===== config.mk =====
export PLATFORM = sky130hd
export DESIGN_NAME = uart_data_rx
export DESIGN_NICKNAME = d
export VERILOG_FILES = /design/src/rtl/uart_data_rx.sv
export SDC_FILE = /design/constraint.sdc
export NUM_CORES = 1
export LEC_CHECK = 0
export CAP_MARGIN = 25
export CORE_MARGIN = 4
export CORE_UTILIZATION = 58
export DETAILED_ROUTE_END_ITERATION = 12
export PLACE_DENSITY_LB_ADDON = 0.2
export SYNTH_ARGS = -nofsm -noshare
export SYNTH_HDL_FRONTEND = slang
export SYNTH_SLANG_ARGS = --single-unit

===== constraint.sdc =====
create_clock -name Clk -period 3.83 [get_ports Clk]
set_input_delay 0.766 -clock Clk [delete_from_list [all_inputs] [get_ports Clk]]
set_output_delay 0.766 -clock Clk [all_outputs]
set_load 0.1 [all_outputs]

===== src/rtl/uart_data_rx.sv =====
// Multi-byte UART receiver: assembles NBYTES 8N1 frames into one DATA_WIDTH word.
// Define UART_RX_PARITY_EN to receive 8E1 frames and report parity errors.
module uart_data_rx #(
  parameter int DATA_WIDTH   = 56,
  parameter bit MSB_FIRST    = 1'b1,
  parameter int CLK_FREQ     = 50000000,
  parameter int TIMEOUT_BITS = 20
) (
  input  logic                  Clk,
  input  logic                  Rst_n,
  input  logic [2:0]            Baud_Set,
  input  logic                  uart_rx,
  output logic [DATA_WIDTH-1:0] data,
  output logic                  Rx_Done,
  output logic                  uart_state,
  output logic                  Frame_Err,
  output logic                  Parity_Err
);

  localparam int NBYTES = DATA_WIDTH / 8;
  localparam int DIV_W  = $clog2(CLK_FREQ / 9600 + 1);
  localparam int BCNT_W = (NBYTES > 1) ? $clog2(NBYTES) : 1;
  localparam int TMO_W  = $clog2(TIMEOUT_BITS + 1);

  localparam logic [DIV_W-1:0] DIV_9600   = DIV_W'(CLK_FREQ / 9600);
  localparam logic [DIV_W-1:0] DIV_19200  = DIV_W'(CLK_FREQ / 19200);
  localparam logic [DIV_W-1:0] DIV_38400  = DIV_W'(CLK_FREQ / 38400);
  localparam logic [DIV_W-1:0] DIV_57600  = DIV_W'(CLK_FREQ / 57600);
  localparam logic [DIV_W-1:0] DIV_115200 = DIV_W'(CLK_FREQ / 115200);
  localparam logic [BCNT_W-1:0] LAST_BYTE = BCNT_W'(NBYTES - 1);
  localparam logic [TMO_W-1:0]  TMO_LAST  = TMO_W'(TIMEOUT_BITS - 1);

`ifdef UART_RX_PARITY_EN
  typedef enum logic [2:0] {
    S_IDLE   = 3'd0,
    S_START  = 3'd1,
    S_DATA   = 3'd2,
    S_PARITY = 3'd3,
    S_STOP   = 3'd4
  } state_t;
`else
  typedef enum logic [2:0] {
    S_IDLE  = 3'd0,
    S_START = 3'd1,
    S_DATA  = 3'd2,
    S_STOP  = 3'd4
  } state_t;
`endif

  function automatic logic [DIV_W-1:0] baud_div(input logic [2:0] sel);
    case (sel)
      3'd1:    return DIV_19200;
      3'd2:    return DIV_38400;
      3'd3:    return DIV_57600;
      3'd4:    return DIV_115200;
      default: return DIV_9600;
    endcase
  endfunction

  function automatic logic even_parity(input logic [7:0] b);
    return ^b;
  endfunction

  state_t                r_state;
  logic                  r_rx_meta;
  logic                  r_rx_sync;
  logic                  r_rx_prev;
  logic [DIV_W-1:0]      r_cnt;
  logic [DIV_W-1:0]      r_div;
  logic [2:0]            r_bit_idx;
  logic [7:0]            r_shift;
  logic [BCNT_W-1:0]     r_byte_cnt;
  logic [DATA_WIDTH-1:0] r_asm;
  logic                  r_load;
  logic [TMO_W-1:0]      r_tmo_bits;

  logic                  w_fall;
  logic                  w_bit_end;
  logic                  w_half_end;
  logic [BCNT_W-1:0]     w_lane;
  logic                  w_par_drop;

  assign w_fall     = r_rx_prev & ~r_rx_sync;
  assign w_bit_end  = (r_cnt == (r_div - DIV_W'(1)));
  assign w_half_end = (r_cnt == ((r_div >> 1) - DIV_W'(1)));
  assign w_lane     = MSB_FIRST ? (LAST_BYTE - r_byte_cnt) : r_byte_cnt;

  // Two-flop synchroniser plus edge-detect history for the serial line
  always_ff @(posedge Clk or negedge Rst_n) begin
    if (!Rst_n) begin
      r_rx_meta <= 1'b1;
      r_rx_sync <= 1'b1;
      r_rx_prev <= 1'b1;
    end else begin
      r_rx_meta <= uart_rx;
      r_rx_sync <= r_rx_meta;
      r_rx_prev <= r_rx_sync;
    end
  end

`ifdef UART_RX_PARITY_EN
  logic r_par_bad;
  assign w_par_drop = r_par_bad;
`else
  assign w_par_drop = 1'b0;
  assign Parity_Err = 1'b0;
`endif

  // Receive FSM: bit timing, byte assembly, word hand-off and inter-byte timeout
  always_ff @(posedge Clk or negedge Rst_n) begin
    if (!Rst_n) begin
      r_state    <= S_IDLE;
      r_cnt      <= '0;
      r_div      <= DIV_9600;
      r_bit_idx  <= 3'd0;
      r_shift    <= 8'h00;
      r_byte_cnt <= '0;
      r_asm      <= '0;
      r_load     <= 1'b0;
      r_tmo_bits <= '0;
      data       <= '0;
      Rx_Done    <= 1'b0;
      uart_state <= 1'b0;
      Frame_Err  <= 1'b0;
`ifdef UART_RX_PARITY_EN
      r_par_bad  <= 1'b0;
      Parity_Err <= 1'b0;
`endif
    end else begin
      Rx_Done   <= 1'b0;
      Frame_Err <= 1'b0;
      r_load    <= 1'b0;
`ifdef UART_RX_PARITY_EN
      Parity_Err <= 1'b0;
`endif
      if (r_load) begin
        data       <= r_asm;
        Rx_Done    <= 1'b1;
        uart_state <= 1'b0;
      end else begin
        data <= data;
      end

      case (r_state)
        S_IDLE: begin
          // A start edge takes priority over a timeout expiring in the same clock
          if (w_fall) begin
            r_state    <= S_START;
            uart_state <= 1'b1;
            r_div      <= baud_div(Baud_Set);
            r_cnt      <= '0;
            r_tmo_bits <= '0;
          end else if (r_byte_cnt != '0) begin
            if (w_bit_end) begin
              r_cnt <= '0;
              if (r_tmo_bits == TMO_LAST) begin
                r_byte_cnt <= '0;
                r_tmo_bits <= '0;
                r_asm      <= '0;
                uart_state <= 1'b0;
              end else begin
                r_tmo_bits <= r_tmo_bits + TMO_W'(1);
              end
            end else begin
              r_cnt <= r_cnt + DIV_W'(1);
            end
          end else begin
            r_cnt      <= '0;
            r_tmo_bits <= '0;
          end
        end

        S_START: begin
          if (w_half_end) begin
            r_cnt <= '0;
            if (r_rx_sync) begin
              r_state <= S_IDLE;
              if (r_byte_cnt == '0) begin
                uart_state <= 1'b0;
              end else begin
                uart_state <= uart_state;
              end
            end else begin
              r_state   <= S_DATA;
              r_bit_idx <= 3'd0;
            end
          end else begin
            r_cnt <= r_cnt + DIV_W'(1);
          end
        end

        S_DATA: begin
          if (w_bit_end) begin
            r_cnt     <= '0;
            r_shift   <= {r_rx_sync, r_shift[7:1]};
            r_bit_idx <= r_bit_idx + 3'd1;
            if (r_bit_idx == 3'd7) begin
`ifdef UART_RX_PARITY_EN
              r_state <= S_PARITY;
`else
              r_state <= S_STOP;
`endif
            end else begin
              r_state <= S_DATA;
            end
          end else begin
            r_cnt <= r_cnt + DIV_W'(1);
          end
        end

`ifdef UART_RX_PARITY_EN
        S_PARITY: begin
          if (w_bit_end) begin
            r_cnt      <= '0;
            r_par_bad  <= (r_rx_sync != even_parity(r_shift));
            Parity_Err <= (r_rx_sync != even_parity(r_shift));
            r_state    <= S_STOP;
          end else begin
            r_cnt <= r_cnt + DIV_W'(1);
          end
        end
`endif

        S_STOP: begin
          // Decide at mid-stop so a back-to-back start edge is still seen in IDLE
          if (w_bit_end) begin
            r_cnt      <= '0;
            r_tmo_bits <= '0;
            r_state    <= S_IDLE;
            if (!r_rx_sync || w_par_drop) begin
              Frame_Err  <= ~r_rx_sync;
              r_byte_cnt <= '0;
              r_asm      <= '0;
              uart_state <= 1'b0;
            end else begin
              r_asm[{w_lane, 3'b000} +: 8] <= r_shift;
              if (r_byte_cnt == LAST_BYTE) begin
                r_byte_cnt <= '0;
                r_load     <= 1'b1;
              end else begin
                r_byte_cnt <= r_byte_cnt + BCNT_W'(1);
              end
            end
          end else begin
            r_cnt <= r_cnt + DIV_W'(1);
          end
        end

        default: begin
          r_state    <= S_IDLE;
          r_byte_cnt <= '0;
          uart_state <= 1'b0;
        end
      endcase
    end
  end

endmodule


==> impl_results.md <==
* Status: complete, no violations
* Simple-gate share of the synthesized area at 13.95%
* First-pass GRT wire length at slightly above 30 mm
* Startpoint Class: flop
* CTS clk-pin slew, worst paths at ~70 ps
* # clock sinks at between 150 and 200
* Fmax at 277.6 MHz
* FF+latch area at approximately 0.0042 sq mm
* Critical path's slowest cell: or4_1
* Crit path max fanout at 20
* Slew @ Worst Pin at a little under 1000 ps
* Adder-Cell Fraction of Synth Area at 1.722%
* CP Capture Type: flop
* Post-Syn Area at about 0.008 sq mm
* Number of synthesized flops with an enable pin at 0
* Synth Area in Compound Gates at about 16%
* Commonest cells post-synth: dfrtp_1, mux2_2, nand2_1, nor2_1, a22o_1
* Post-route cell area at between 0.009 and 0.01 sq mm
* Crit path largest cell delay at a little over 600 ps
* Crit path DAT at 3920 ps
* # H-tree levels at 4
* Unrepaired setup endpoints after global routing: false
* Post-DRT Antenna Nets at 0
* Flops & latches, synth at approximately 170
* Die Y at between 100 and 150 um
* Vias per cell at about 6.3
* Overall power at 4.740 mW
* Pin count of the biggest net entering global routing at a little over 90
* Period utilization at roughly 94%
* Fill cells at approximately 990
* Synth warn at 0
* Root Buffer: clkbuf_16
* Multi-input logic area at between 0.003 and 0.004 sq mm
* Ranking of synthesized cells by area: dfrtp_1, mux2_2, a22o_1
* Chip width at around 130 um
* Async SR Flop Fraction at 100.0%
* XOR/XNOR Fraction of Synth Area at ~2.8%
* Syn avg cell area at 11.06 sq um
* Pre-CTS setup slack at 129.6 ps
* Slew Limit Headroom at approximately 34%
* P_leak at around 4.2 nW
* Critical setup path kind: reg -> reg
* Final Hold Violating Endpoints at 0
* TritonCTS clock tree: yes
* Drt pass-1 iters at 5
* Detailed Route Iter0 Violations at roughly 540
* Core area at ~0.013 sq mm
* Max Buffers Root-to-Sink at 2
* Cell taking the most area after synthesis: dfrtp_1
* Antenna diode count at 0
* Fin Setup TNS at 0 ps
* Post-synthesis sequential area ratio at between 50 and 60%
* Mux cell area share after synthesis at 9.282%
* Max VDD drop at around 0.38 mV
* Final setup vio count at 0
* Vias at around 6000
* Die area at 0.01573 sq mm
* Total routed wirelength at 18.17 mm
* Grt ovf at 0
* Number of global-route vias before repair at 5877
* Top_reg_cell synth: dfrtp_1
* Site row count at 42
* Dpl cells at between 900 and 1000
* Nets at about 780
* Largest family of logic cells by synthesized area: compound AO/OA/AOI/OAI gates
* CP required at approximately 4200 ps
* Final Non-Filler Cells at approximately 950
* Starting density of the core at approximately 60%
* Fin util at between 60% and 70%
* Post-Syn Instances at 723
* Worst hold slack at roughly 360 ps
* Latest clock arrival within the worst-skew pair at about 430 ps
* Placed cell areas at 0.008703 sq mm
* Num ports at between 60 and 70
* RePlAce Congestion at roughly 0.92
* Total track usage at around 24%
* Drc violations at 0
* Syn_nets at 740
* Fin worst setup slack at between 200 and 250 ps
* Top cell type's share of synthesized area at approximately 50%
* Layout cells sized above 1 at between 10% and 20%
* Min-delay worst type: reg -> reg
* Fin crit period at 3603 ps
* Max-cap violations at 0
* Distinct cells, synth at between 70 and 80
* Setup Skew at between 5 and 6 ps
* PortBufs at 64
* Initial antenna violation count at 0
* Area Overhead vs Synth at 16.14%
* CTS Hold Bufs at 0
* Power density over cell area at about 500 mW/mm^2
* WL per Instance at between 15 and 20 um
* Num CTS Buffers at 17
* Worst path cell trace: inv_1, ha_2, nor3b_1, a21oi_1, a2111oi_0, nand4_1, or4_1, a22oi_1, buf_4, nor3_1, a211o_1
* Most frequent cell after synthesis: dfrtp_1
* Dpl hpwl at 12.85 mm
* Slew Limit Fails at 0
-- worst paths after layout --
kind	start	endpoint	slack, ps	cells after the start
max	r_div[1]	r_cnt[5]	230	11
min	r_rx_meta	r_rx_sync	360	0
max reg2reg	r_div[1]	r_cnt[5]	230	11
min reg2reg	r_rx_meta	r_rx_sync	360	0
max in group asynchronous	Rst_n	r_asm[10]	2560	2
min in group asynchronous	Rst_n	data[29]	380	1
-- critical path: cells and delay by family (launching register included) --
kind,cells,cell delay [ps]
adder cells (fa/ha/maj),1,290
flip-flops,1,440
AO/OA/AOI/OAI,4,1110
buffers and inverters,2,360
AND/OR/NAND/NOR,4,1280
-- per-layer routing --
layer	vias up	global-route usage (%)	wire [um]
met1	2957	32.49	7999
met3	38	5.117	994
met4	0	10.27	508
met5	-	0	0
li1	2732	-	-
met2	208	38.09	8666
-- state kept, by name, indices dropped and copies added, names as in the netlist, 3 cells and up --
| name | cells |
|---|---|
| r_div | 12 |
| r_bit_idx | 3 |
| r_asm | 56 |
| r_shift | 8 |
| r_cnt | 13 |
| r_state | 3 |
| r_tmo_bits | 5 |
| r_byte_cnt | 3 |
| data | 56 |
-- final cells by class --
cell class | instances | share of cell area (%)
tap | 176 | 2.372
clock inverter | 14 | 1.550
clock buffer | 18 | 4.623
sequential | 166 | 44.87
multi-input combinational | 484 | 37.96
inverter | 15 | 0.6065
timing repair buffer | 76 | 8.019
-- where the power goes --
part           switching (mW)  leakage [nW]  internal (mW)
Sequential              0.241          2.27           1.87
Clock                   0.743         0.277          0.913
Combinational           0.550          1.66          0.422
-- cells in the final DEF, fill, tap and decap left out, drive strengths merged, types with 17 or more instances in the layout --
| master | count |
|---|---|
| nand2 | 56 |
| nor2 | 39 |
| mux2 | 65 |
| a21oi | 21 |
| inv | 21 |
| a32o | 18 |
| o21ai | 36 |
| dfrtp | 158 |
| clkdlybuf4s50 | 63 |
| nand3 | 24 |
| a22o | 35 |
| clkbuf | 18 |
| nor3 | 17 |
-- cell families after synthesis --
logic type               count (synthesis)
AO/OA/AOI/OAI                          173
XOR/XNOR                                24
adder cells (fa/ha/maj)                 11
buffers and inverters                   73
flip-flops                             166
multiplexers                            66
other                                    1
AND/OR/NAND/NOR                        209
-- what timing repair did --
| action | CTS | global route |
|---|---|---|
| setup buffers | 0 | 0 |
| endpoints found under the setup margin | 0 | 62 |
| gates resized for setup | 0 | 2 |
Note: power is estimated with default switching activity, not from simulation.
